==> config.mk <==
export PLATFORM = sky130hd
export DESIGN_NAME = gray_frame_ctrl
export DESIGN_NICKNAME = d
export VERILOG_FILES = /design/src/rtl/gray_frame_ctrl.sv
export SDC_FILE = /design/constraint.sdc
export NUM_CORES = 1
export LEC_CHECK = 0
export BUFFER_PORTS_ARGS = -buffer_cell sky130_fd_sc_hd__buf_2
export CAP_MARGIN = 25
export CORE_MARGIN = 1
export CORE_UTILIZATION = 50
export CTS_BUF_LIST = sky130_fd_sc_hd__clkbuf_2
export DETAILED_ROUTE_END_ITERATION = 12
export PLACE_DENSITY_LB_ADDON = 0.3
export RECOVER_POWER = 50
export SLEW_MARGIN = 20
export SYNTH_ARGS = -nofsm -noshare
export SYNTH_HDL_FRONTEND = slang
export SYNTH_SLANG_ARGS = --single-unit
==> constraint.sdc <==
create_clock -name clk -period 3.8 [get_ports clk]
set_clock_uncertainty 0.15 [all_clocks]
set_input_delay 0.19 -clock clk [delete_from_list [all_inputs] [get_ports clk]]
set_output_delay 0.19 -clock clk [all_outputs]
set_load 0.01 [all_outputs]
==> src/rtl/gray_frame_ctrl.sv <==
// Frame sequencer: fetches RGB pixels from BRAM, runs them through an ap_ctrl_hs
// grayscale filter and writes each result to the output BRAM.
module gray_frame_ctrl #(
  parameter int ADDR_W  = 9,
  parameter int NUM_PIX = 256
) (
  input  logic              clk,
  input  logic              reset,
  input  logic              start,
  input  logic              abort,
  output logic              busy,
  output logic              frame_done,
  output logic              mem_en,
  output logic [ADDR_W-1:0] mem_addr,
  input  logic [7:0]        mem_r,
  input  logic [7:0]        mem_g,
  input  logic [7:0]        mem_b,
  output logic [7:0]        flt_red,
  output logic [7:0]        flt_green,
  output logic [7:0]        flt_blue,
  output logic              ap_start,
  input  logic              ap_ready,
  input  logic              ap_done,
  input  logic              ap_idle,
  input  logic [7:0]        ap_return,
  output logic              out_we,
  output logic [ADDR_W-1:0] out_addr,
  output logic [7:0]        out_data,
  output logic [ADDR_W:0]   pix_count
);

  localparam logic [ADDR_W-1:0] LAST_ADDR = ADDR_W'(NUM_PIX - 1);

  typedef enum logic [2:0] {
    S_IDLE      = 3'd0,
    S_FETCH     = 3'd1,
    S_LATCH     = 3'd2,
    S_RUN       = 3'd3,
    S_WAIT_DONE = 3'd4,
    S_WRITE     = 3'd5,
    S_FINISH    = 3'd6
  } state_t;

  state_t            state_r, state_next;
  logic              start_go_s, latch_go_s, capture_s, write_go_s;
  logic [ADDR_W-1:0] mem_addr_r;
  logic [ADDR_W:0]   pix_count_r;
  logic [7:0]        red_r, green_r, blue_r, result_r;
  logic              busy_r, mem_en_r, ap_start_r, we_r, done_r;
  logic              unused_status;

  // ap_idle is status-only and never steers the sequencer
  assign unused_status = ap_idle;

  // Next-state decode; abort overrides every transition
  always_comb begin
    state_next = state_r;
    if (abort) begin
      state_next = S_IDLE;
    end else begin
      case (state_r)
        S_IDLE:      state_next = start ? S_FETCH : S_IDLE;
        S_FETCH:     state_next = S_LATCH;
        S_LATCH:     state_next = S_RUN;
        S_RUN: begin
          if (ap_ready && ap_done) begin
            state_next = S_WRITE;
          end else if (ap_ready) begin
            state_next = S_WAIT_DONE;
          end else begin
            state_next = S_RUN;
          end
        end
        S_WAIT_DONE: state_next = ap_done ? S_WRITE : S_WAIT_DONE;
        S_WRITE:     state_next = (mem_addr_r == LAST_ADDR) ? S_FINISH : S_FETCH;
        S_FINISH:    state_next = S_IDLE;
        default:     state_next = S_IDLE;
      endcase
    end
  end

  // Datapath enables for the current cycle
  always_comb begin
    start_go_s = (state_r == S_IDLE) && start && !abort;
    latch_go_s = (state_r == S_LATCH) && !abort;
    capture_s  = !abort && (((state_r == S_RUN) && ap_ready && ap_done) ||
                            ((state_r == S_WAIT_DONE) && ap_done));
    write_go_s = (state_r == S_WRITE) && !abort;
  end

  // State register
  always_ff @(posedge clk or negedge reset) begin
    if (!reset) begin
      state_r <= S_IDLE;
    end else begin
      state_r <= state_next;
    end
  end

  // Address, pixel counter, filter operands and captured result
  always_ff @(posedge clk or negedge reset) begin
    if (!reset) begin
      mem_addr_r  <= '0;
      pix_count_r <= '0;
      red_r       <= 8'd0;
      green_r     <= 8'd0;
      blue_r      <= 8'd0;
      result_r    <= 8'd0;
    end else begin
      if (start_go_s) begin
        mem_addr_r  <= '0;
        pix_count_r <= '0;
      end else if (write_go_s) begin
        pix_count_r <= pix_count_r + (ADDR_W+1)'(1);
        // Address saturates on the last pixel so it never leaves the frame
        if (mem_addr_r != LAST_ADDR) begin
          mem_addr_r <= mem_addr_r + ADDR_W'(1);
        end
      end
      if (latch_go_s) begin
        red_r   <= mem_r;
        green_r <= mem_g;
        blue_r  <= mem_b;
      end
      if (capture_s) begin
        result_r <= ap_return;
      end
    end
  end

  // Control outputs registered from the next state so they track it exactly
  always_ff @(posedge clk or negedge reset) begin
    if (!reset) begin
      busy_r     <= 1'b0;
      mem_en_r   <= 1'b0;
      ap_start_r <= 1'b0;
      we_r       <= 1'b0;
      done_r     <= 1'b0;
    end else begin
      busy_r     <= (state_next != S_IDLE);
      mem_en_r   <= (state_next == S_FETCH);
      ap_start_r <= (state_next == S_RUN);
      we_r       <= (state_next == S_WRITE);
      done_r     <= (state_next == S_FINISH);
    end
  end

  assign busy       = busy_r;
  assign mem_en     = mem_en_r;
  assign ap_start   = ap_start_r;
  // A same-cycle abort cancels the pending write or completion pulse
  assign out_we     = we_r & ~abort;
  assign frame_done = done_r & ~abort;
  assign mem_addr   = mem_addr_r;
  assign out_addr   = mem_addr_r;
  assign out_data   = result_r;
  assign pix_count  = pix_count_r;
  assign flt_red    = red_r;
  assign flt_green  = green_r;
  assign flt_blue   = blue_r;

endmodule

Word level (Yosys, flattened, before mapping):

Cells that the tools add are included.

* register bits after elaboration: 59
* bits in latches: 0
* RAM bits: 0
* ROM bits: 0
* input bits: 39
* output and inout port bits: 65
* word-level logic and storage cells: 56
* memories: 0

* add/subtract/negate cells: 2
* $mul: 0
* divide/modulo/power cells: 0
* $lt $le $gt $ge: 0
* equality and inequality tests: 11
* shifts and indexed selects: 0
* mux-type cells: 12
* bitwise logic cells: 3
* reduce and logical (&&, ||, !) cells: 16

Operators with widths (count)
* $mux W9: 3
* $mux W10: 2
* $pmux W3 S6: 1
* $eq A3 B3 Y1 const B: 4
* $mux W3: 4
* $add A10 B1 Y10 const B: 1
* $add A9 B1 Y9 const B: 1
* $eq A3 B2 Y1 const B: 3
* $eq A9 B8 Y1 const B: 1
* $logic_and A1 B1 Y1: 9
* $ne A9 B8 Y1 const B: 1
* $eq A3 B1 Y1 const B: 2
* $reduce_bool A2 Y1: 2
* $logic_not A3 Y1: 1
* $reduce_bool A3 Y1: 1
* $and A1 B1 Y1: 2
* $mux W1: 2
* $reduce_and A2 Y1: 1
* $logic_not A1 Y1: 1
* $logic_or A1 B1 Y1: 1
* $not A1 Y1: 1

Depth between registers and ports, before layout:

Gate-level depths: netlist (run 1).

* depth after elaboration: 5
* depth in mapped cells: 10
* depth with buffers taken out: 9

Least setup slack after synthesis (run 1):

OpenSTA, ideal clock, no wires.

* kind: register to register
* from: register mem_addr[3] (netlist name)
* to: register result_r[0], in the netlist out_data[0]
* setup time: 0.125 ns
* arrival time: 2.515 ns
* required time: 3.525 ns
* setup slack: 1.010 ns
* stages on the path, launching flop included: 11
* buffers on the path: 1
* period minus slack after synthesis: 2.790 ns
* cell sequence: dfrtp_1 -> and3_1 -> and3_1 -> and3_1 -> ha_1 -> nor4bb_1 -> a211oi_1 -> and2_1 -> buf_6 -> nor3_4 -> mux2_2

RTL lines
* end signal: assignment: line 126 `result_r <= ap_return;`
* end: declaration: line 48 `logic [7:0] red_r, green_r, blue_r, result_r;`

==> flow_summary.json, run 1 <==
{
  "outcome": "finished clean",
  "finalHoldViolations": 0,
  "fin_crit_sh_pct": 82.2,
  "wirelength_mm": 6.14,
  "vias_per_cell": 5.05,
  "p_per_area_nw_per_um2": 461,
  "drt_pass1_iterations": 4,
  "drcViolationCount": 0,
  "synth_seq_cells": 59,
  "post_drt_wl_per_cell_um": 14.3,
  "async_flop_share_pct": 100,
  "post_synth_num_cell_types": 40,
  "crit_type": "reg2reg",
  "num_rows": 26,
  "worstPathArrival_ns": 3.34,
  "fin_setup_tns_ns": 0,
  "rsz0062_at_grt": "false",
  "grt_start_max_net_pins": 60,
  "fin_util_pct": 69.9,
  "drt_iter0_drc": 135,
  "cts_setup_buffers": 0,
  "synth-compound-area-share_pct": 4.90,
  "ys_top_cells_by_area": "dfrtp_1 (55%), mux2_2 (14%), buf_4 (2.8%)",
  "clk_pin_slew_ns": 0.17,
  "pre_cts_slack_ns": 0.696,
  "vias": 2177,
  "die_area_um2": 5660,
  "synth_ff_type": "dfrtp_1",
  "hold_class": "in2reg",
  "clock_sinks": 59,
  "synth_warnings": 0,
  "start_util_pct": 52.1,
  "synth-simple-area-share_pct": 16.8,
  "path_cells": "ha_1, and3_1, and3_1, ha_1, nor4bb_1, a211oi_1, and2_1, nor3_4, mux2_2",
  "syn_inst": 221,
  "dp_hpwl_mm": 3.95,
  "yosys.area_share.adder_pct": 1.40,
  "ir_worst_vdd_mv": 0.331,
  "cp_slowest_cell": "dfrtp_1",
  "antenna_cells": 0,
  "synth_top_area_share_pct": 55.1,
  "synth_edf_count": 0,
  "muxShareOfSynthArea_pct": 14.7,
  "grt_overflow": 0,
  "ant_nets": 0,
  "cts-root-buf": "clkbuf_2",
  "required_ns": 4.02,
  "grt_pass1_vias": 2122,
  "slew_violations": 0,
  "numCtsBuffers": 9,
  "synth_xor_area_share_pct": 2.29,
  "synthTopCellsByCount": "dfrtp_1 (59), mux2_2 (34), nand2_1 (14), nor2_1 (14), buf_4 (10)",
  "grt_pass1_wl_mm": 9.81,
  "leakagePower_nw": 1.74,
  "syn-cell-area_um2": 2680,
  "synthesis.nets": 263,
  "cp-end-kind": "register",
  "grt_use_total_pct": 24.0,
  "synth.most_common_cell": "dfrtp_1",
  "synth_area_per_cell_um2": 12.1,
  "layout_setup_ws_ns": 0.675,
  "period_minus_slack_ns": 3.12,
  "setup_viol": 0,
  "cts_max_path_buffers": 2,
  "fmax_mhz": 320,
  "max_cap_violations": 0,
  "io_buffer_count": 102,
  "crit_path_start_kind": "register",
  "htree_levels": 3,
  "nets": 398,
  "ys_seq_area_share_pct": 55.1,
  "antenna_found_initial": 0,
  "crit_path_max_fanout": 9,
  "tightest_slew_ns": 1.43,
  "place_congestion": 0.762,
  "max_stage_delay_ns": 0.47,
  "cts_tree": "yes",
  "yosysTopAreaCell": "dfrtp_1",
  "coreArea_um2": 5140,
  "drive_gt1_share_pct": 35.7,
  "fin_hold_ws_ns": 0.0445,
  "synth_top_family_by_area": "simple AND/OR/NAND/NOR gates",
  "clk_latency_ns": 0.47,
  "io_pins": 104,
  "syn_to_final_growth_pct": 34.1,
  "die_y_um": 75.2,
  "maxSlewHeadroom_pct": 4.59,
  "die_w_um": 75.2
}
worst paths after layout:
path | slack (ns) | end | cells after the start | start
max reg2reg | 0.68 | out_data[0] | 9 | mem_addr[0]
max in group asynchronous | 2.14 | state_r[1] | 3 | reset
min in group asynchronous | 0.49 | mem_addr[0] | 3 | reset
max | 0.68 | out_data[0] | 9 | mem_addr[0]
min reg2reg | 0.38 | flt_blue[7] | 1 | flt_blue[7]
min | 0.04 | state_r[0] | 4 | ap_done
sequential cells by signal (all words and copies together) (netlist names):
name and count:
flt_green 8, we_r 1, pix_count 10, busy 1
mem_en 1, state_r 3, flt_red 8, ap_start 1
flt_blue 8, mem_addr 9, done_r 1, out_data 8
worst max-delay path: cells and delay by family, from the launching register on:
| family | cells | cell delay [ns] |
|---|---|---|
| AOI/OAI and AO/OA | 1 | 0.09 |
| DFF | 1 | 0.47 |
| adders and majority gates | 2 | 0.51 |
| muxes | 1 | 0.40 |
| and+or+nand+nor | 5 | 1.42 |
metrics by stage:
step,power [mW],std cells,instance area [um^2]
2_1_floorplan,1.13,221,2680
3_3_place_gp,1.33,379,3190
3_5_place_dp,1.35,379,3190
4_1_cts,1.70,431,3640
5_1_grt,1.76,431,3590
6_report,1.66,431,3590
where the power goes:
part	internal [mW]	switching, mW	total [mW]
Sequential	0.777	0.0860	0.863
Clock	0.0818	0.244	0.326
Combinational	0.230	0.238	0.469
metal layers:
layer  share of wire, %  global-route usage [%]  routed length, um  vias up
met2                 51                    39.4               3160       73
met3                4.7                    4.69                289       16
met4                2.4                    12.6                148        0
li1                   -                       -                  -     1047
met5                  0                       0                  0        -
met1                 41                    30.1               2550     1041
final cells by class:
cell class,instances,area [um^2]
Tap cell,70,87.6
Timing Repair Buffer,141,851
Multi-Input combinational cell,142,1080
Fill cell,393,1550
Clock buffer,9,45.0
Inverter,3,11.3
Sequential cell,59,1480
Clock inverter,7,45.0
placed cells by master (no fill, tap or decap), types with 5 or more instances in the layout:
cell type and instances:
nor2_1 14, and3_1 7, clkbuf_2 10, o21ai_0 6
buf_2 70, nand3_1 5, a21oi_1 6, and2_1 5
dfrtp_1 59, mux2_2 34, nand2_1 14, clkbuf_1 32
dlygate4sd3_1 36
timing repair:
item	in CTS	in global routing
setup endpoints to repair	0	0
hold buffers	36	0
hold endpoints to repair	96	0
resized for setup	0	0
cell families (layout without fill, tap and decap cells):
kind of cell             Yosys count  after routing
AO/OA/AOI/OAI                     22             22
adder cells (fa/ha/maj)            3              3
flip-flops                        59             59
multiplexers                      35             35
buffers and inverters             20            160
XOR/XNOR                           7              7
AND/OR/NAND/NOR                   75             75
Note: power is estimated with default switching activity, not from simulation.
==> run 2, diff against run 1 <==
--- a/config.mk
+++ b/config.mk
@@ -5,10 +5,11 @@
 export SDC_FILE = /design/constraint.sdc
 export NUM_CORES = 1
 export LEC_CHECK = 0
+export ABC_AREA = 1
 export BUFFER_PORTS_ARGS = -buffer_cell sky130_fd_sc_hd__buf_2
 export CAP_MARGIN = 25
 export CORE_MARGIN = 1
-export CORE_UTILIZATION = 50
+export CORE_UTILIZATION = 46
 export CTS_BUF_LIST = sky130_fd_sc_hd__clkbuf_2
 export DETAILED_ROUTE_END_ITERATION = 12
 export PLACE_DENSITY_LB_ADDON = 0.3
==> constraint.sdc (replaced) <==
create_clock -name clk -period 2.8 [get_ports clk]
set_clock_uncertainty 0.15 [all_clocks]
set_input_delay 0.14 -clock clk [delete_from_list [all_inputs] [get_ports clk]]
set_output_delay 0.14 -clock clk [all_outputs]
set_load 0.01 [all_outputs]
==> run 2 against run 1 <==
Total power increased by 63%. Clock power increased by 25%. Sequential power increased by 48%. Synthesized area increased by 7.0%. Hold slack improved by 0.15 ns. Routed wire length increased by 8.1%. Sequential share of layout area decreased by 3.0 points.
==> flow_summary.json, run 2 <==
{
  "hold_class": "in2reg",
  "finalHoldViolations": 0,
  "placed_area_um2": 3370,
  "critical_path_buf_inv_count": 2,
  "post_synth_num_cell_types": 28,
  "synth_top_area_share_pct": 51.5,
  "clk_latency_ns": 0.45,
  "clock_sinks": 59,
  "crit_path_start_kind": "register",
  "maxSlewHeadroom_pct": 5.20,
  "cp-end-kind": "register",
  "slew_violations": 0,
  "wirelength_mm": 6.64,
  "period_minus_slack_ns": 2.56,
  "nets": 489,
  "cts_tree": "yes",
  "required_ns": 3.05,
  "synthesis.nets": 341,
  "leakagePower_nw": 2.10,
  "synth-simple-area-share_pct": 22.9,
  "drt_pass1_iterations": 4,
  "grt_overflow": 0,
  "ant_nets": 0,
  "holdPathEnd": "mem_addr[2]",
  "rr_worst_depth": 13,
  "drive_gt1_share_pct": 27.9,
  "crit_path_max_fanout": 4,
  "antenna_cells": 0,
  "drt_iter0_drc": 76,
  "clk_pin_slew_ns": 0.16,
  "fmax_mhz": 391,
  "synth_warnings": 0,
  "syn-cell-area_um2": 2870,
  "synth_xor_area_share_pct": 0.611,
  "cts_max_path_buffers": 2,
  "fin_setup_tns_ns": 0,
  "outcome": "finished clean",
  "synth-compound-area-share_pct": 3.23,
  "largest_register_ffs": 10,
  "r2r-end": "done_r",
  "antenna_found_initial": 0,
  "syn_inst": 299,
  "grt_pass1_wl_mm": 10.9,
  "ir_worst_vdd_mv": 0.472,
  "place_congestion": 0.791,
  "io_pins": 104,
  "ys_top_cells_by_area": "dfrtp_1 (51%), nand2_1 (11%), mux2_4 (10%)",
  "path_cells": "ha_1, nand2_1, inv_1, nand2_1, nor2_1, nand2_1, nor2_1, ha_2, nand4_1, nand2_1, nand2_1, a31oi_1, dlygate4sd3_1",
  "ys_seq_area_share_pct": 51.5,
  "synthTopCellsByCount": "nand2_1 (83), dfrtp_1 (59), inv_1 (26), nor2_1 (24), nand3_1 (23)",
  "synth_ff_type": "dfrtp_1",
  "num_rows": 28,
  "numCtsBuffers": 9,
  "yosys.area_share.adder_pct": 1.31,
  "grt_start_max_net_pins": 60,
  "cp_slowest_cell": "dlygate4sd3_1",
  "max_stage_delay_ns": 0.55,
  "dp_hpwl_mm": 3.91,
  "crit_top_cell": "nand2_1",
  "yosysTopAreaCell": "dfrtp_1",
  "final_area_um2": 3880,
  "die_y_um": 81.0,
  "rrSetupSlack_ns": 0.24,
  "vias": 2555,
  "async_flop_share_pct": 100,
  "grt_use_total_pct": 22.0,
  "coreArea_um2": 5960,
  "synth.most_common_cell": "nand2_1",
  "rr_startpoint": "mem_addr[1]",
  "max_cap_violations": 0,
  "mostFrequentLayoutCells": "nand2_1 (83), buf_2 (70), dfrtp_1 (59), dlygate4sd3_1 (46), clkbuf_1 (32)",
  "fin_util_pct": 65.1,
  "rsz0062_at_grt": "false",
  "die_w_um": 81.0,
  "final_common_cell": "nand2_1",
  "synth_edf_count": 0,
  "grt_pass1_vias": 2486,
  "syn_to_final_growth_pct": 35.2,
  "synth_seq_cells": 59,
  "drcViolationCount": 0,
  "fin_crit_sh_pct": 91.4,
  "muxShareOfSynthArea_pct": 12.0,
  "tightest_slew_ns": 1.42,
  "setup_viol": 0,
  "p_per_area_nw_per_um2": 695,
  "worstPathArrival_ns": 2.81,
  "io_buffer_count": 102,
  "crit_family": "simple AND/OR/NAND/NOR gates",
  "htree_levels": 3,
  "die_area_um2": 6560,
  "vias_per_cell": 4.86,
  "crit_type": "reg2reg",
  "min_from": "start",
  "worstHoldPathCells": 4,
  "synth_area_per_cell_um2": 9.60,
  "post_drt_wl_per_cell_um": 12.6,
  "synth_top_family_by_area": "simple AND/OR/NAND/NOR gates",
  "cts-root-buf": "clkbuf_2",
  "start_util_pct": 48.2
}
[run 2: area by class of cell]
class / instances / area, um^2
Clock inverter: 4 / 18.8
Timing Repair Buffer: 152 / 958
Inverter: 32 / 125
Clock buffer: 11 / 55.1
Sequential cell: 59 / 1480
Fill cell: 523 / 2080
Tap cell: 75 / 93.8
Multi-Input combinational cell: 193 / 1150
[run 2: how the worst max path moves through the flow]
stage                     start           to  cells past startpoint
floorplan           mem_addr[1]       done_r                     12
global placement    mem_addr[0]  mem_addr[8]                     12
detailed placement  mem_addr[1]  mem_addr[8]                     12
CTS                 mem_addr[1]       done_r                     13
global route        mem_addr[1]         busy                     14
finish              mem_addr[1]       done_r                     13
[run 2: power by group]
group | internal (mW) | total [mW] | switching, mW | leakage, nW
logic | 0.529 | 1.01 | 0.478 | 1.28
registers | 1.10 | 1.28 | 0.177 | 0.760
clock network | 0.113 | 0.409 | 0.296 | 0.0590
total | 1.75 | 2.70 | 0.951 | 2.10
[run 2: kinds of logic (layout without fill, tap and decap cells)]
logic type | count (synthesis) | in the layout
simple gates | 147 | 147
flops | 59 | 59
xor+xnor | 2 | 2
mux | 24 | 24
compound gates | 17 | 17
buf+inv | 47 | 199
fa+ha+maj | 3 | 3
[run 2: metrics by stage]
| stage | total power [mW] | hold WS (ns) | setup WS [ns] | std cells |
|---|---|---|---|---|
| floorplan | 1.87 | -0.306 | 0.905 | 299 |
| global placement | 2.19 | 0.182 | 0.729 | 463 |
| detailed placement | 2.21 | 0.182 | 0.672 | 463 |
| CTS | 2.73 | 0.152 | 0.143 | 524 |
| global route | 2.90 | 0.152 | 0.00760 | 526 |
| finish | 2.70 | 0.193 | 0.240 | 526 |
[run 2: metal layers]
metal | global-route usage [%] | vias to the layer above | share of wire [%]
met3 | 7.64 | 13 | 5.7
met1 | 24.3 | 1206 | 41
li1 | - | 1257 | -
met4 | 8.39 | 0 | 1.5
met2 | 38.7 | 79 | 52
met5 | 0 | - | 0
[run 2: repair_timing]
item,in CTS,in global routing
endpoints found under the setup margin,0,4
setup buffers,0,2
hold buffers,46,0
gates resized for setup,0,1
endpoints found under the hold margin,98,0
[run 2: tightest hold or removal path, stage by stage]
cell and delay [ns]:
buf_2 0.11, nand4_2 0.34, nand3_1 0.13, nand2_1 0.06
==> run 3, diff against run 2 <==
--- a/config.mk
+++ b/config.mk
@@ -13,7 +13,7 @@
 export CTS_BUF_LIST = sky130_fd_sc_hd__clkbuf_2
 export DETAILED_ROUTE_END_ITERATION = 12
 export PLACE_DENSITY_LB_ADDON = 0.3
-export RECOVER_POWER = 50
+export RECOVER_POWER = 25
 export SLEW_MARGIN = 20
 export SYNTH_ARGS = -nofsm -noshare
 export SYNTH_HDL_FRONTEND = slang
==> run 3 against run 2 <==
Cell area grew 1.0%. Setup slack lost 0.00055 ns. Global-route usage is the same. Clock power is essentially flat. First-iteration DRC count is the same. Critical endpoint unchanged. Non-clock buffer count is the same.
==> flow_summary.json, run 3 (synthesis gave the netlist of run 2 again) <==
{
  "outcome": "finished clean",
  "start_util_pct": 48.2,
  "post_drt_wl_per_cell_um": 12.6,
  "p_int_mw": 1.80,
  "numCtsBuffers": 9,
  "grt_pass1_wl_mm": 10.9,
  "post-place-cells": 463,
  "io_pins": 104,
  "vias_per_cell": 4.88,
  "ant_nets": 0,
  "drive_gt1_share_pct": 35.0,
  "place_congestion": 0.791,
  "fillers": 504,
  "antenna_cells": 0,
  "ir_worst_vdd_mv": 0.492,
  "htree_levels": 3,
  "setup_viol": 0,
  "p_per_area_nw_per_um2": 701,
  "coreArea_um2": 5960,
  "num_rows": 28,
  "dp_hpwl_mm": 3.91,
  "largest_register_ffs": 10,
  "syn_to_final_growth_pct": 36.6,
  "max_stage_delay_ns": 0.55,
  "clock_sinks": 59,
  "crit_path_max_fanout": 4,
  "clk_latency_ns": 0.45,
  "required_ns": 3.05,
  "io_buffer_count": 102,
  "tightest_slew_ns": 1.42,
  "rsz0062_at_grt": "false",
  "rr_startpoint": "mem_addr[1]",
  "rr_worst_depth": 13,
  "crit_family": "simple AND/OR/NAND/NOR gates",
  "grt_pass1_vias": 2486,
  "fin_setup_tns_ns": 0,
  "cp-end-kind": "register",
  "period_minus_slack_ns": 2.56,
  "drt_pass1_iterations": 4,
  "cts_max_path_buffers": 2,
  "power_switching_uw": 947,
  "finalHoldViolations": 0,
  "cp_slowest_cell": "dlygate4sd3_1",
  "worstPathArrival_ns": 2.81,
  "fin_cells": 526,
  "worstHoldPathCells": 4,
  "crit_type": "reg2reg",
  "p_clk_share_pct": 15.0,
  "drt_iter0_drc": 76,
  "final_common_cell": "buf_2",
  "leakagePower_nw": 2.20,
  "die_y_um": 81.0,
  "drcViolationCount": 0,
  "nets": 489,
  "slew_violations": 0,
  "max_cap_violations": 0,
  "vias": 2565,
  "fin_crit_sh_pct": 91.4,
  "swShare_pct": 34.5,
  "die_area_um2": 6560,
  "grt_use_total_pct": 22.0,
  "hold_class": "in2reg",
  "rrSetupSlack_ns": 0.24,
  "grt_start_max_net_pins": 60,
  "cts-root-buf": "clkbuf_2",
  "crit_top_cell": "nand2_1",
  "critical_path_buf_inv_count": 2,
  "clk_pin_slew_ns": 0.16,
  "grt_overflow": 0,
  "maxSlewHeadroom_pct": 5.09,
  "crit_path_start_kind": "register",
  "wirelength_mm": 6.65,
  "mostFrequentLayoutCells": "buf_2 (102), nand2_1 (83), dfrtp_1 (59), dlygate4sd3_1 (46), inv_1 (26)",
  "min_from": "start",
  "cts_tree": "yes",
  "die_w_um": 81.0,
  "fmax_mhz": 391,
  "r2r-end": "done_r",
  "power_frac_seq_pct": 46.4,
  "path_cells": "ha_1, nand2_1, inv_1, nand2_1, nor2_1, nand2_1, nor2_1, ha_2, nand4_1, nand2_1, nand2_1, a31oi_1, dlygate4sd3_1",
  "antenna_found_initial": 0,
  "power_frac_comb_pct": 38.6,
  "holdPathEnd": "mem_addr[2]"
}
==> run 3: metrics by stage <==
step	power [mW]	instance area, um^2	util [%]	worst slack (ns)	hold WS, ns
floorplan	1.87	2870	-	0.905	-0.306
global placement	2.19	3370	56.6	0.729	0.182
detailed placement	2.21	3370	56.6	0.672	0.182
CTS	2.73	3900	65.5	0.143	0.152
global route	2.95	3920	65.8	0.00762	0.152
finish	2.75	3920	65.8	0.240	0.198
==> run 3: area by class of cell <==
| type | instances | area (um^2) | share of cell area, % |
|---|---|---|---|
| multi-input combinational | 193 | 1150 | 29.4 |
| clock inverter | 4 | 18.8 | 0.479 |
| timing repair buffer | 152 | 998 | 25.5 |
| sequential | 59 | 1480 | 37.7 |
| tap | 75 | 93.8 | 2.39 |
| inverter | 32 | 125 | 3.19 |
| clock buffer | 11 | 55.1 | 1.40 |
==> run 3: metal layers <==
metal / wire length, um / vias up / GRT usage [%]
li1: - / 1256 / -
met1: 2730 / 1213 / 24.3
met2: 3430 / 83 / 38.7
met3: 387 / 13 / 7.64
met4: 97 / 0 / 8.39
met5: 0 / - / 0
==> run 3: worst min-delay path, stage by stage <==
cell and delay, ns:
buf_2 0.11, nand4_2 0.34, nand3_1 0.13, nand2_1 0.06
==> run 3: repair_timing <==
item,in CTS,in global routing
buffers inserted,0,2
gates resized for setup,0,1
hold buffers,46,0
hold endpoints to repair,98,0
setup endpoints to repair,0,4
==> run 3: power by group through the flow <==
stage               Combinational (mW)  Sequential (mW)  Clock, mW
finish                            1.06             1.27      0.411
global route                      1.17             1.31      0.468
CTS                               1.04             1.27      0.424
detailed placement               0.938             1.28          0
global placement                 0.917             1.27          0
floorplan                        0.479             1.39          0
==> run 3: how the worst max path moves through the flow <==
| stage | startpoint | end | cells after the start | slack [ns] |
|---|---|---|---|---|
| 6_report | mem_addr[1] | done_r | 13 | 0.24 |
| 5_1_grt | mem_addr[1] | busy | 14 | 0.008 |
| 4_1_cts | mem_addr[1] | done_r | 13 | 0.14 |
| 3_5_place_dp | mem_addr[1] | mem_addr[8] | 12 | 0.67 |
| 3_3_place_gp | mem_addr[0] | mem_addr[8] | 12 | 0.73 |
| 2_1_floorplan | mem_addr[1] | done_r | 12 | 0.91 |
